## src/rtl/fifo_flags.sv

```systemverilog
// Single-clock FIFO of arbitrary depth with registered or first-word-fall-through
// read, occupancy level, almost-full/almost-empty thresholds and sticky error flags.
module fifo_flags #(
   parameter int DATA_W    = 10,
   parameter int DEPTH     = 6,
   parameter int FWFT      = 0,
   parameter int AF_THRESH = 5,
   parameter int AE_THRESH = 1,
   localparam int LVL_W    = $clog2(DEPTH + 1)
) (
   input  logic              clock,
   input  logic              reset,
   input  logic              flush,
   input  logic              write,
   input  logic [DATA_W-1:0] datain,
   input  logic              read,
   input  logic              err_clr,
   output logic [DATA_W-1:0] dataout,
   output logic              rd_valid,
   output logic              val,
   output logic              full,
   output logic              almost_full,
   output logic              almost_empty,
   output logic [LVL_W-1:0]  level,
   output logic              overflow,
   output logic              underflow
);

   localparam int PTR_W = $clog2(DEPTH);

   logic [DATA_W-1:0] mem [DEPTH];
   logic [PTR_W-1:0]  wr_ptr;
   logic [PTR_W-1:0]  rd_ptr;
   logic              rd_acc;
   logic              wr_acc;

   // Depth need not be a power of two, so the wrap is an explicit compare.
   function automatic logic [PTR_W-1:0] next_ptr(input logic [PTR_W-1:0] ptr);
      return (ptr == PTR_W'(DEPTH - 1)) ? '0 : ptr + 1'b1;
   endfunction

   assign val          = (level != '0);
   assign full         = (level == LVL_W'(DEPTH));
   assign almost_full  = (level >= LVL_W'(AF_THRESH));
   assign almost_empty = (level <= LVL_W'(AE_THRESH));

   // A pop frees a slot in the same cycle, so a full FIFO still takes a write alongside a read.
   assign rd_acc = read && val;
   assign wr_acc = write && (!full || rd_acc);

   always_ff @(posedge clock) begin
      if (wr_acc && !flush)
         mem[wr_ptr] <= datain;
   end

   always_ff @(posedge clock or posedge reset) begin
      if (reset) begin
         wr_ptr <= '0;
         rd_ptr <= '0;
         level  <= '0;
      end else if (flush) begin
         wr_ptr <= '0;
         rd_ptr <= '0;
         level  <= '0;
      end else begin
         if (wr_acc)
            wr_ptr <= next_ptr(wr_ptr);
         if (rd_acc)
            rd_ptr <= next_ptr(rd_ptr);
         case ({wr_acc, rd_acc})
            2'b10:   level <= level + 1'b1;
            2'b01:   level <= level - 1'b1;
            default: level <= level;
         endcase
      end
   end

   // New refusals win over err_clr; a flush never counts as a refusal.
   always_ff @(posedge clock or posedge reset) begin
      if (reset) begin
         overflow  <= 1'b0;
         underflow <= 1'b0;
      end else begin
         overflow  <= (write && !wr_acc && !flush) || (overflow && !err_clr);
         underflow <= (read && !rd_acc && !flush) || (underflow && !err_clr);
      end
   end

   generate
      if (FWFT != 0) begin : g_fwft
         assign dataout  = val ? mem[rd_ptr] : '0;
         assign rd_valid = val;
      end else begin : g_registered
         logic [DATA_W-1:0] dout_q;
         logic              rd_valid_q;

         always_ff @(posedge clock or posedge reset) begin
            if (reset) begin
               dout_q     <= '0;
               rd_valid_q <= 1'b0;
            end else if (flush) begin
               rd_valid_q <= 1'b0;
            end else begin
               rd_valid_q <= rd_acc;
               if (rd_acc)
                  dout_q <= mem[rd_ptr];
            end
         end

         assign dataout  = dout_q;
         assign rd_valid = rd_valid_q;
      end
   endgenerate

endmodule

```

## config.mk

```make
export PLATFORM = sky130hd
export DESIGN_NAME = fifo_flags
export DESIGN_NICKNAME = d
export VERILOG_FILES = /design/src/rtl/fifo_flags.sv
export SDC_FILE = /design/constraint.sdc
export NUM_CORES = 1
export LEC_CHECK = 0
export BUFFER_PORTS_ARGS = -buffer_cell sky130_fd_sc_hd__buf_2
export CAP_MARGIN = 10
export CELL_PAD_IN_SITES_DETAIL_PLACEMENT = 0
export CELL_PAD_IN_SITES_GLOBAL_PLACEMENT = 1
export CORE_MARGIN = 2
export CORE_UTILIZATION = 45
export CTS_CLUSTER_DIAMETER = 40
export CTS_CLUSTER_SIZE = 25
export DETAILED_ROUTE_END_ITERATION = 7
export PLACE_DENSITY = 0.84
export SYNTH_ARGS = -nofsm -noshare
export SYNTH_HDL_FRONTEND = slang
export SYNTH_SLANG_ARGS = --single-unit
export TNS_END_PERCENT = 50
```

## constraint.sdc

```tcl
create_clock -name clock -period 3 [get_ports clock]
set_clock_uncertainty 0.1 [all_clocks]
set_input_delay 0.3 -clock clock [delete_from_list [all_inputs] [get_ports clock]]
set_output_delay 0.3 -clock clock [all_outputs]
set_load 0.02 [all_outputs]
```

-- Word-level counts from Yosys, hierarchy flattened
Memories as Yosys holds them, arrays and structs flattened. A register that Yosys moved wholly into a read port is not among the register bits.
Index checks and enable logic that the tools add are counted.
- magnitude comparators: 2
- add/subtract/negate cells: 4
- equality and inequality tests: 5
- reduce and logical (&&, ||, !) cells: 22
- bitwise logic cells: 1
- multiplexer cells: 11
- operators with widths (operator ; count):
    $mux W3 ; 7
    $add A3 B1 Y3 const B ; 3
    $eq A3 B3 Y1 const B ; 3
    $logic_and A1 B1 Y1 ; 9
    $pmux W3 S2 ; 1
    $reduce_bool A3 Y1 ; 2
    $logic_not A1 Y1 ; 5
    $reduce_bool A2 Y1 ; 2
    $ge A3 B3 Y1 const B ; 1
    $le A3 B1 Y1 const B ; 1
    $logic_or A1 B1 Y1 ; 3
    $mux W1 ; 3
    $sub A3 B1 Y3 const B ; 1
    $eq A2 B1 Y1 const B ; 1
    $eq A2 B2 Y1 const B ; 1
    $reduce_and A2 Y1 ; 1
    $not A1 Y1 ; 1
- memories: 1
- logic and storage cells: 52
- output and inout port bits: 20
- bits in registers: 12
- bits in writable memories: 60
- bits of input ports: 16
- memories (name ; words ; bits a word ; rd ports ; clocked after Yosys merged registers in ; wr ports ; RTL line ; RTL):
    mem ; 6 ; 10 ; 1 ; 1 ; 1 ; 31 ; logic [DATA_W-1:0] mem [DEPTH];

-- Longest topological paths before layout
Gate-level depths: netlist of run 1.
- depth after elaboration: 8
- mapped depth: 8
- gate-level depth less buffers: 6

-- Worst setup path before layout of run 1
No wires, ideal clock.
- path type: reg2reg
- start: register level[0]
- end: memory mem[2][0], enable pin
- clock period less this slack: 2.473 ns
- cell stages (with the launch flop): 6
- arrival time: 1.997 ns
- library setup time: 0.376 ns
- buffers on the path: 0
- slack: 0.527 ns
- data required time: 2.524 ns
- cells stage by stage: dfrtp_1 -> inv_1 -> ha_1 -> nand3b_1 -> or4b_4 -> nor2_1
- word-level cells in the longest chain between the ends: 7
- elaborated cells on any way between the ends: 9
- classes of those cells: eq/ne: 1; mux: 2; reduce/logical: 6
- ends and longest elaborated chain (what ; RTL line ; RTL):
    start, declared ; 24 ; output logic [LVL_W-1:0] level,
    start signal, assigned ; 71 ; 2'b10: level <= level + 1'b1;
    start signal, assigned ; 72 ; 2'b01: level <= level - 1'b1;
    start signal, assigned ; 73 ; default: level <= level;
    $eq A3 B3 Y1 or $reduce_bool A3 Y1 (tied branches) ; 43, 42 ;
    $logic_not A1 Y1 or $logic_and A1 B1 Y1 (tied branches) ; 49, 48 ;
    $logic_or A1 B1 Y1 * ; 49 ; assign wr_acc = write && (!full || rd_acc);
    $logic_and A1 B1 Y1 * ; 49 ;
    $logic_and A1 B1 Y1 * ; 52 ; if (wr_acc && !flush)
    $mux W1 * ; 52 ;
    $mux W1 (not written as such) * ; 53 ; mem[wr_ptr] <= datain;
    end, declared ; 31 ;
Mark *: on every way between the ends. The rest lies on a longest branch, timed or not.

-- Worst setup path in the final report of run 1
Ends and elaborated chain as after synthesis.

==> results.py, run 1 <==
metrics = {
    "pwr": {
        "seq_power_share_pct": 49.7,
        "total_power_w": 0.002841,
        "pwr-share-comb_pct": 20.6,
        "total_leakage_power_nw": 1.459,
        "p_switching_w": 0.0008694,
        "ir_worst_vdd_mv": 0.3140,
        "p_per_area_mw_per_mm2": 730.7,
        "power_frac_clock_pct": 29.7,
        "p_sw_share_pct": 30.61,
        "intPower_w": 0.001971,
    },
    "sta": {
        "hold_violations": 0,
        "timing.final.crit_share_pct": 75.14,
        "tns_ns": 0,
        "tightest_slew_ns": 0.8427,
        "rsz0062_at_grt": "false",
        "fmax_mhz": 443.6,
        "slew_viol_final": 0,
        "slew_headroom_pct": 43.76,
        "setup_viol": 0,
        "fin_crit_ns": 2.254,
    },
    "floorplan": {
        "die_area_mm2": 0.008205,
        "dieWidth_um": 90.58,
        "core_mm2": 0.007253,
        "initial_core_util_pct": 46.51,
        "rows": 31,
        "ioPinCount": 36,
        "die_y_um": 90.58,
    },
    "route": {
        "via_per_inst": 5.116,
        "wl_per_cell_um": 16.19,
        "postRouteAntennaNets": 0,
        "vias": 1898,
        "first_pass_iters": 4,
        "drtIter0Drc": 83,
        "totalWireLength_mm": 6.005,
        "drc": 0,
    },
    "cells_and_area": {
        "nNetsFinal": 288,
        "fill_cells": 619,
        "fin_util_pct": 53.60,
        "layout-drive-gt1-share_pct": 26.84,
        "area_delta_synth_final_pct": 15.24,
        "num_antenna_cells": 0,
        "fin_cells": 371,
    },
    "run": {
        "cap_viol_max_count": 0,
    },
    "cts": {
        "insertion_delay_ns": 0.35,
        "clk_path_buf_depth": 2,
        "tritoncts": "done",
        "postCtsHoldBufs": 0,
        "clock-sinks": 82,
        "cts_made_buffers": 9,
        "h-tree-depth": 3,
        "cts_root_buf": "clkbuf_8",
        "cts_resized": 0,
        "post_cts_buffers": 0,
        "clkTransAtPathRegs_ns": 0.09,
    },
    "grt": {
        "grt_use_total_pct": 16.03,
        "grt_first_pass_wirelength_mm": 9.749,
        "grt_pass1_vias": 1858,
        "antenna_found_initial": 0,
        "grt-ovfl-total": 0,
        "grt_max_degree": 24,
    },
    "synth": {
        "avgSynthCellArea_um2": 15.06,
        "synthTopCellsByArea": "edfxtp_1 (53%), dfrtp_1 (16%), mux4_2 (6.7%), mux2i_1 (3.3%), nand2_1 (2.9%)",
        "syn_nets": 245,
        "ys_seq_elements": 82,
        "synthArstFlopShare_pct": 26.83,
        "yosysWarnings": 0,
        "synth_ff_type": "edfxtp_1",
        "synthTopCellsByCount": "edfxtp_1 (60), nand2_1 (26), dfrtp_1 (22)",
        "synth_edf_count": 60,
        "synth.top_cell.area_share_pct": 53.41,
        "synth_top_cell_by_area": "edfxtp_1",
        "synth.yosys.seq_area_share_pct": 69.73,
        "ys_types": 36,
        "yosysMostFrequentCell": "edfxtp_1",
        "syn_inst": 224,
        "netlist_area_mm2": 0.003373,
    },
    "critical_path": {
        "crit_path_end_kind": "register",
        "critPathTopFamily": "simple AND/OR/NAND/NOR gates",
        "worstSetupStartpointType": "register",
        "r2r_start": "level[0]",
        "worstPathCellList": "inv_1 -> ha_1 -> nand3b_1 -> or4b_4 -> nor2_1 -> buf_4",
        "startpoint": "level[0]",
        "slowest_stage": "or4b_4",
        "path_max_fanout": 10,
        "worstSetupPathType": "reg2reg",
        "path_buf_inv": 2,
        "crit_required_ns": 2.95,
        "max_stage_delay_ns": 0.51,
        "cp.arrival_ns": 2.20,
    },
    "placement": {
        "dpl.cell_count": 355,
        "place_hpwl_mm": 4.096,
        "gp_congestion": 0.8533,
        "io_buffers": 35,
    },
    "status": {
        "status": "completed",
    },
    "worst_hold_path": {
        "hold_path.class": "in2async",
    },
}
worst register-to-register path: stages, from the launching register on:
cell and delay [ns]:
dfrtp_1 0.46, inv_1 0.13, ha_1 0.24, nand3b_1 0.18, or4b_4 0.51, nor2_1 0.12, buf_4 0.21
layout make-up:
cell class	instances	area, um2	area share (%)
sequential	82	2352	60.51
multi-input combinational	121	922.1	23.72
timing repair buffer	43	235.2	6.051
clock buffer	9	123.9	3.186
tap	99	123.9	3.186
clock inverter	7	92.59	2.382
inverter	10	37.54	0.9656
metrics by stage:
stage | hold WS, ns | area (um2) | worst slack [ns]
final | 0.004384 | 3887 | 0.7459
after global routing | 0.05170 | 3887 | 0.4365
after floorplan | 0.1892 | 3373 | 0.5267
after global placement | 0.3570 | 3671 | 0.8464
after detailed placement | 0.3650 | 3671 | 0.7852
after CTS | 0.03050 | 3887 | 0.7433
per-layer routing:
metal	part of all wire (%)	vias to the layer above	GRT usage, %
met5	0	-	0
met4	1.6	0	9.359
met3	4.1	6	3.589
met2	48	49	24.13
met1	46	925	21.48
li1	-	918	-
kinds of logic after synthesis:
family / Yosys count / synth area share [%]
AO/OA/AOI/OAI: 34 / 6.120
XOR/XNOR: 2 / 0.5194
adder cells (fa/ha/maj): 5 / 1.855
buffers and inverters: 21 / 2.930
flip-flops: 82 / 69.73
multiplexers: 22 / 10.27
AND/OR/NAND/NOR: 58 / 8.568
power by group through the flow:
stage	sequential, W	clock [W]	combinational (W)
after floorplan	0.00150	0	0.000346
after global placement	0.00143	0	0.000580
after detailed placement	0.00144	0	0.000589
after CTS	0.00142	0.000871	0.000589
after global routing	0.00143	0.000917	0.000645
final	0.00141	0.000845	0.000584
final timing paths:
check | end | slack, ns | cells after the start
min in group clock | underflow | 0.06 | 2
hold reg to reg | dataout[6] | 0.38 | 2
setup reg to reg | mem[2][0] | 0.75 | 6
max in group asynchronous | wr_ptr[1] | 2.26 | 2
setup / recovery | mem[2][0] | 0.75 | 6
hold / removal | dataout[3] | 0.004 | 2
registers in the layout, summed over array words and instances (netlist names):
signal and cells:
dataout 10, level 3, mem 60, overflow 1, rd_ptr 3, rd_valid 1
underflow 1, wr_ptr 3
layout by cell type (no fill, tap or decap), drive strengths merged:
cell	Yosys	routed
edfxtp	60	60
buf	6	43
nand2	26	26
dfrtp	22	22
o21ai	20	20
inv	10	14
mux2i	11	11
mux4	10	10
nor2	9	9
clkbuf	5	9
a21oi	5	5
ha	5	5
nand2b	4	4
nor3	4	4
nand3	3	3
or3	3	3
nand3b	2	2
xor2	2	2
nor3b	2	2
a211oi	2	2
a311oi	2	2
o32ai	2	2
clkinv	0	2
nor2b	1	1
a32oi	1	1
a21o	1	1
a21boi	1	1
and2	1	1
or4b	1	1
nand4b	1	1
or3b	1	1
mux2	1	1
bufinv	0	1
Note: power is estimated with default switching activity, not from simulation.
==> inputs of run 2 (changes only) <==
- CORE_UTILIZATION: 45 -> 44
- PLACE_DENSITY: 0.84 -> 0.85
- clock period: 3 -> 2 ns (I/O delays scaled with it)
==> run 2 against run 1 <==
  * Via count grew 4.4%
  * Utilization grew 2.7 points
  * Die area grew 2.2%
  * Sequential share of layout area shrank 3.5 points
  * Largest cell class unchanged
  * Clock-buffer cell count is the same
  * Final area grew 6.1%
  * Register-to-register slack lost 0.71 ns
  * Largest power group unchanged
  * Global-route usage shrank 0.18 points
  * Non-clock buffer count grew 18
  * Routed wire length grew 2.4%
  * Critical path type unchanged
  * Worst hold slack gained 0.0055 ns
==> results.py, run 2 (same netlist as run 1, synthesis figures left out) <==
metrics = {
    "sta": {
        "tns_ns": 0,
        "fin_crit_ns": 1.960,
        "fmax_mhz": 510.2,
        "slew_headroom_pct": 54.88,
        "slew_viol_final": 0,
        "rsz0062_at_grt": "true",
        "hold_violations": 0,
        "tightest_slew_ns": 0.6760,
        "timing.final.crit_share_pct": 98.00,
        "setup_viol": 0,
    },
    "critical_path": {
        "r2r_cells": 5,
        "startpoint": "level[1]",
        "cp.arrival_ns": 1.93,
        "max_stage_delay_ns": 0.54,
        "path_max_fanout": 10,
        "crit_path_end_kind": "register",
        "critPathTopFamily": "simple AND/OR/NAND/NOR gates",
        "worstPathCellList": "ha_4 -> nand3b_1 -> or4b_4 -> nor3_4 -> buf_12",
        "worstSetupPathType": "reg2reg",
        "worstSetupStartpointType": "register",
        "slowest_stage": "or4b_4",
        "reg2reg_to": "mem[0][4]",
        "r2r_start": "level[1]",
        "crit_required_ns": 1.97,
        "regToRegSetupSlack_ns": 0.04,
        "path_buf_inv": 1,
    },
    "cts": {
        "h-tree-depth": 3,
        "clk_path_buf_depth": 2,
        "insertion_delay_ns": 0.35,
        "tritoncts": "done",
        "cts_made_buffers": 9,
        "cts_root_buf": "clkbuf_8",
        "clock-sinks": 82,
        "clkTransAtPathRegs_ns": 0.09,
    },
    "route": {
        "wl_per_cell_um": 15.81,
        "postRouteAntennaNets": 0,
        "totalWireLength_mm": 6.151,
        "drtIter0Drc": 155,
        "vias": 1982,
        "via_per_inst": 5.095,
        "first_pass_iters": 4,
        "drc": 0,
    },
    "pwr": {
        "total_power_w": 0.004269,
        "ir_worst_vdd_mv": 0.3942,
        "pwr-share-comb_pct": 23.8,
        "p_sw_share_pct": 29.75,
        "p_switching_w": 0.001270,
        "intPower_w": 0.002999,
        "seq_power_share_pct": 48.4,
        "total_leakage_power_nw": 1.538,
        "power_frac_clock_pct": 27.8,
        "p_per_area_mw_per_mm2": 1035,
    },
    "run": {
        "cap_viol_max_count": 0,
    },
    "worst_hold_path": {
        "hold_path.class": "in2reg",
        "hold_start": "datain[2]",
        "min_path_cells": 1,
        "holdPathEnd": "mem[4][2]",
    },
    "cells_and_area": {
        "area_delta_synth_final_pct": 22.29,
        "layout_commonest_cell": "edfxtp_1",
        "layout-drive-gt1-share_pct": 31.72,
        "num_antenna_cells": 0,
        "fin_util_pct": 56.27,
        "final_cell_mix": "edfxtp_1 (60), buf_2 (35), nand2_1 (26), dfrtp_1 (21), buf_4 (15)",
        "fin_cells": 389,
        "design_area_mm2": 0.004125,
        "nNetsFinal": 306,
        "largest_reg_flops": 60,
        "top_register": "mem",
        "fill_cells": 579,
    },
    "grt": {
        "busiest_layer": "met2",
        "grt_use_total_pct": 15.85,
        "antenna_found_initial": 0,
        "grt_first_pass_wirelength_mm": 9.963,
        "grt_max_degree": 24,
        "grt.met2_usage_pct": 23.71,
        "grt_pass1_vias": 1899,
        "grtUsageMet1_pct": 22.36,
        "grtUsageMet3_pct": 4.066,
        "grt-ovfl-total": 0,
    },
    "placement": {
        "placed_cell_area_mm2": 0.003824,
        "io_buffers": 35,
        "place_hpwl_mm": 4.179,
        "dpl.cell_count": 365,
        "gp_congestion": 0.7995,
    },
    "floorplan": {
        "initial_core_util_pct": 46.01,
        "die_y_um": 91.56,
        "ioPinCount": 36,
        "core_mm2": 0.007331,
        "dieWidth_um": 91.56,
        "rows": 31,
        "die_area_mm2": 0.008383,
    },
    "status": {
        "status": "completed",
    },
}
==> run 2: cell count changes in the layout (fill, tap and decap cells not counted), sizes merged <==
| cell | change |
|---|---|
| clkinv | +1 |
| dlygate4sd3 | +7 |
| buf | +11 |
| inv | -2 |
| clkinvlp | +1 |
==> run 2: layout make-up <==
type	instances	area, um2	area share, %
tap	99	123.9	3.003
timing repair buffer	61	437.9	10.62
multi-input combinational	121	972.2	23.57
clock buffer	9	123.9	3.003
clock inverter	7	76.32	1.850
inverter	10	37.54	0.9099
sequential	82	2354	57.05
==> run 2: how the worst max path moves through the flow <==
stage | to | slack [ns] | depth (start not counted)
4_1_cts | mem[0][4] | 0.04 | 5
6_report | mem[0][4] | 0.04 | 5
3_3_place_gp | mem[0][3] | 0.05 | 5
5_1_grt | mem[0][4] | -0.001 | 5
3_5_place_dp | mem[0][3] | 0.03 | 5
2_1_floorplan | mem[0][0] | -0.20 | 5
==> run 2: layer usage <==
layer  part of all wire (%)  up-vias
met5                      0        -
met4                    1.4        0
met3                    4.0        8
met2                     48       42
met1                     47      980
li1                       -      952
==> run 2: timing repair <==
action / 4_1_cts / 5_1_grt
pin swaps: 1 / 2
buffers inserted: 0 / 1
endpoints found under the hold margin: 30 / 0
hold buffers: 7 / 0
setup endpoints to repair: 5 / 7
resized for setup: 0 / 3
==> run 2: worst register-to-register path, delay by kind of cell (launching register included) <==
family,cells,cell delay [ns]
AND/OR/NAND/NOR,3,0.84
flip-flops,1,0.41
buffers and inverters,1,0.17
adder cells (fa/ha/maj),1,0.17
==> run 2: metrics by stage <==
stage | worst slack [ns] | hold slack, ns
after global placement | 0.04952 | 0.2286
after detailed placement | 0.02635 | 0.2354
after CTS | 0.04239 | 0.001596
after floorplan | -0.2002 | 0.08916
after global routing | -0.001014 | 0.001791
final | 0.03999 | 0.009846
==> run 2: power groups by stage <==
| stage | Clock (W) | Sequential [W] | Combinational (W) |
|---|---|---|---|
| finish | 0.00119 | 0.00206 | 0.00102 |
| global route | 0.00128 | 0.00208 | 0.00111 |
| CTS | 0.00121 | 0.00207 | 0.00102 |
| detailed placement | 0 | 0.00210 | 0.00101 |
| global placement | 0 | 0.00210 | 0.000990 |
| floorplan | 0 | 0.00225 | 0.000529 |
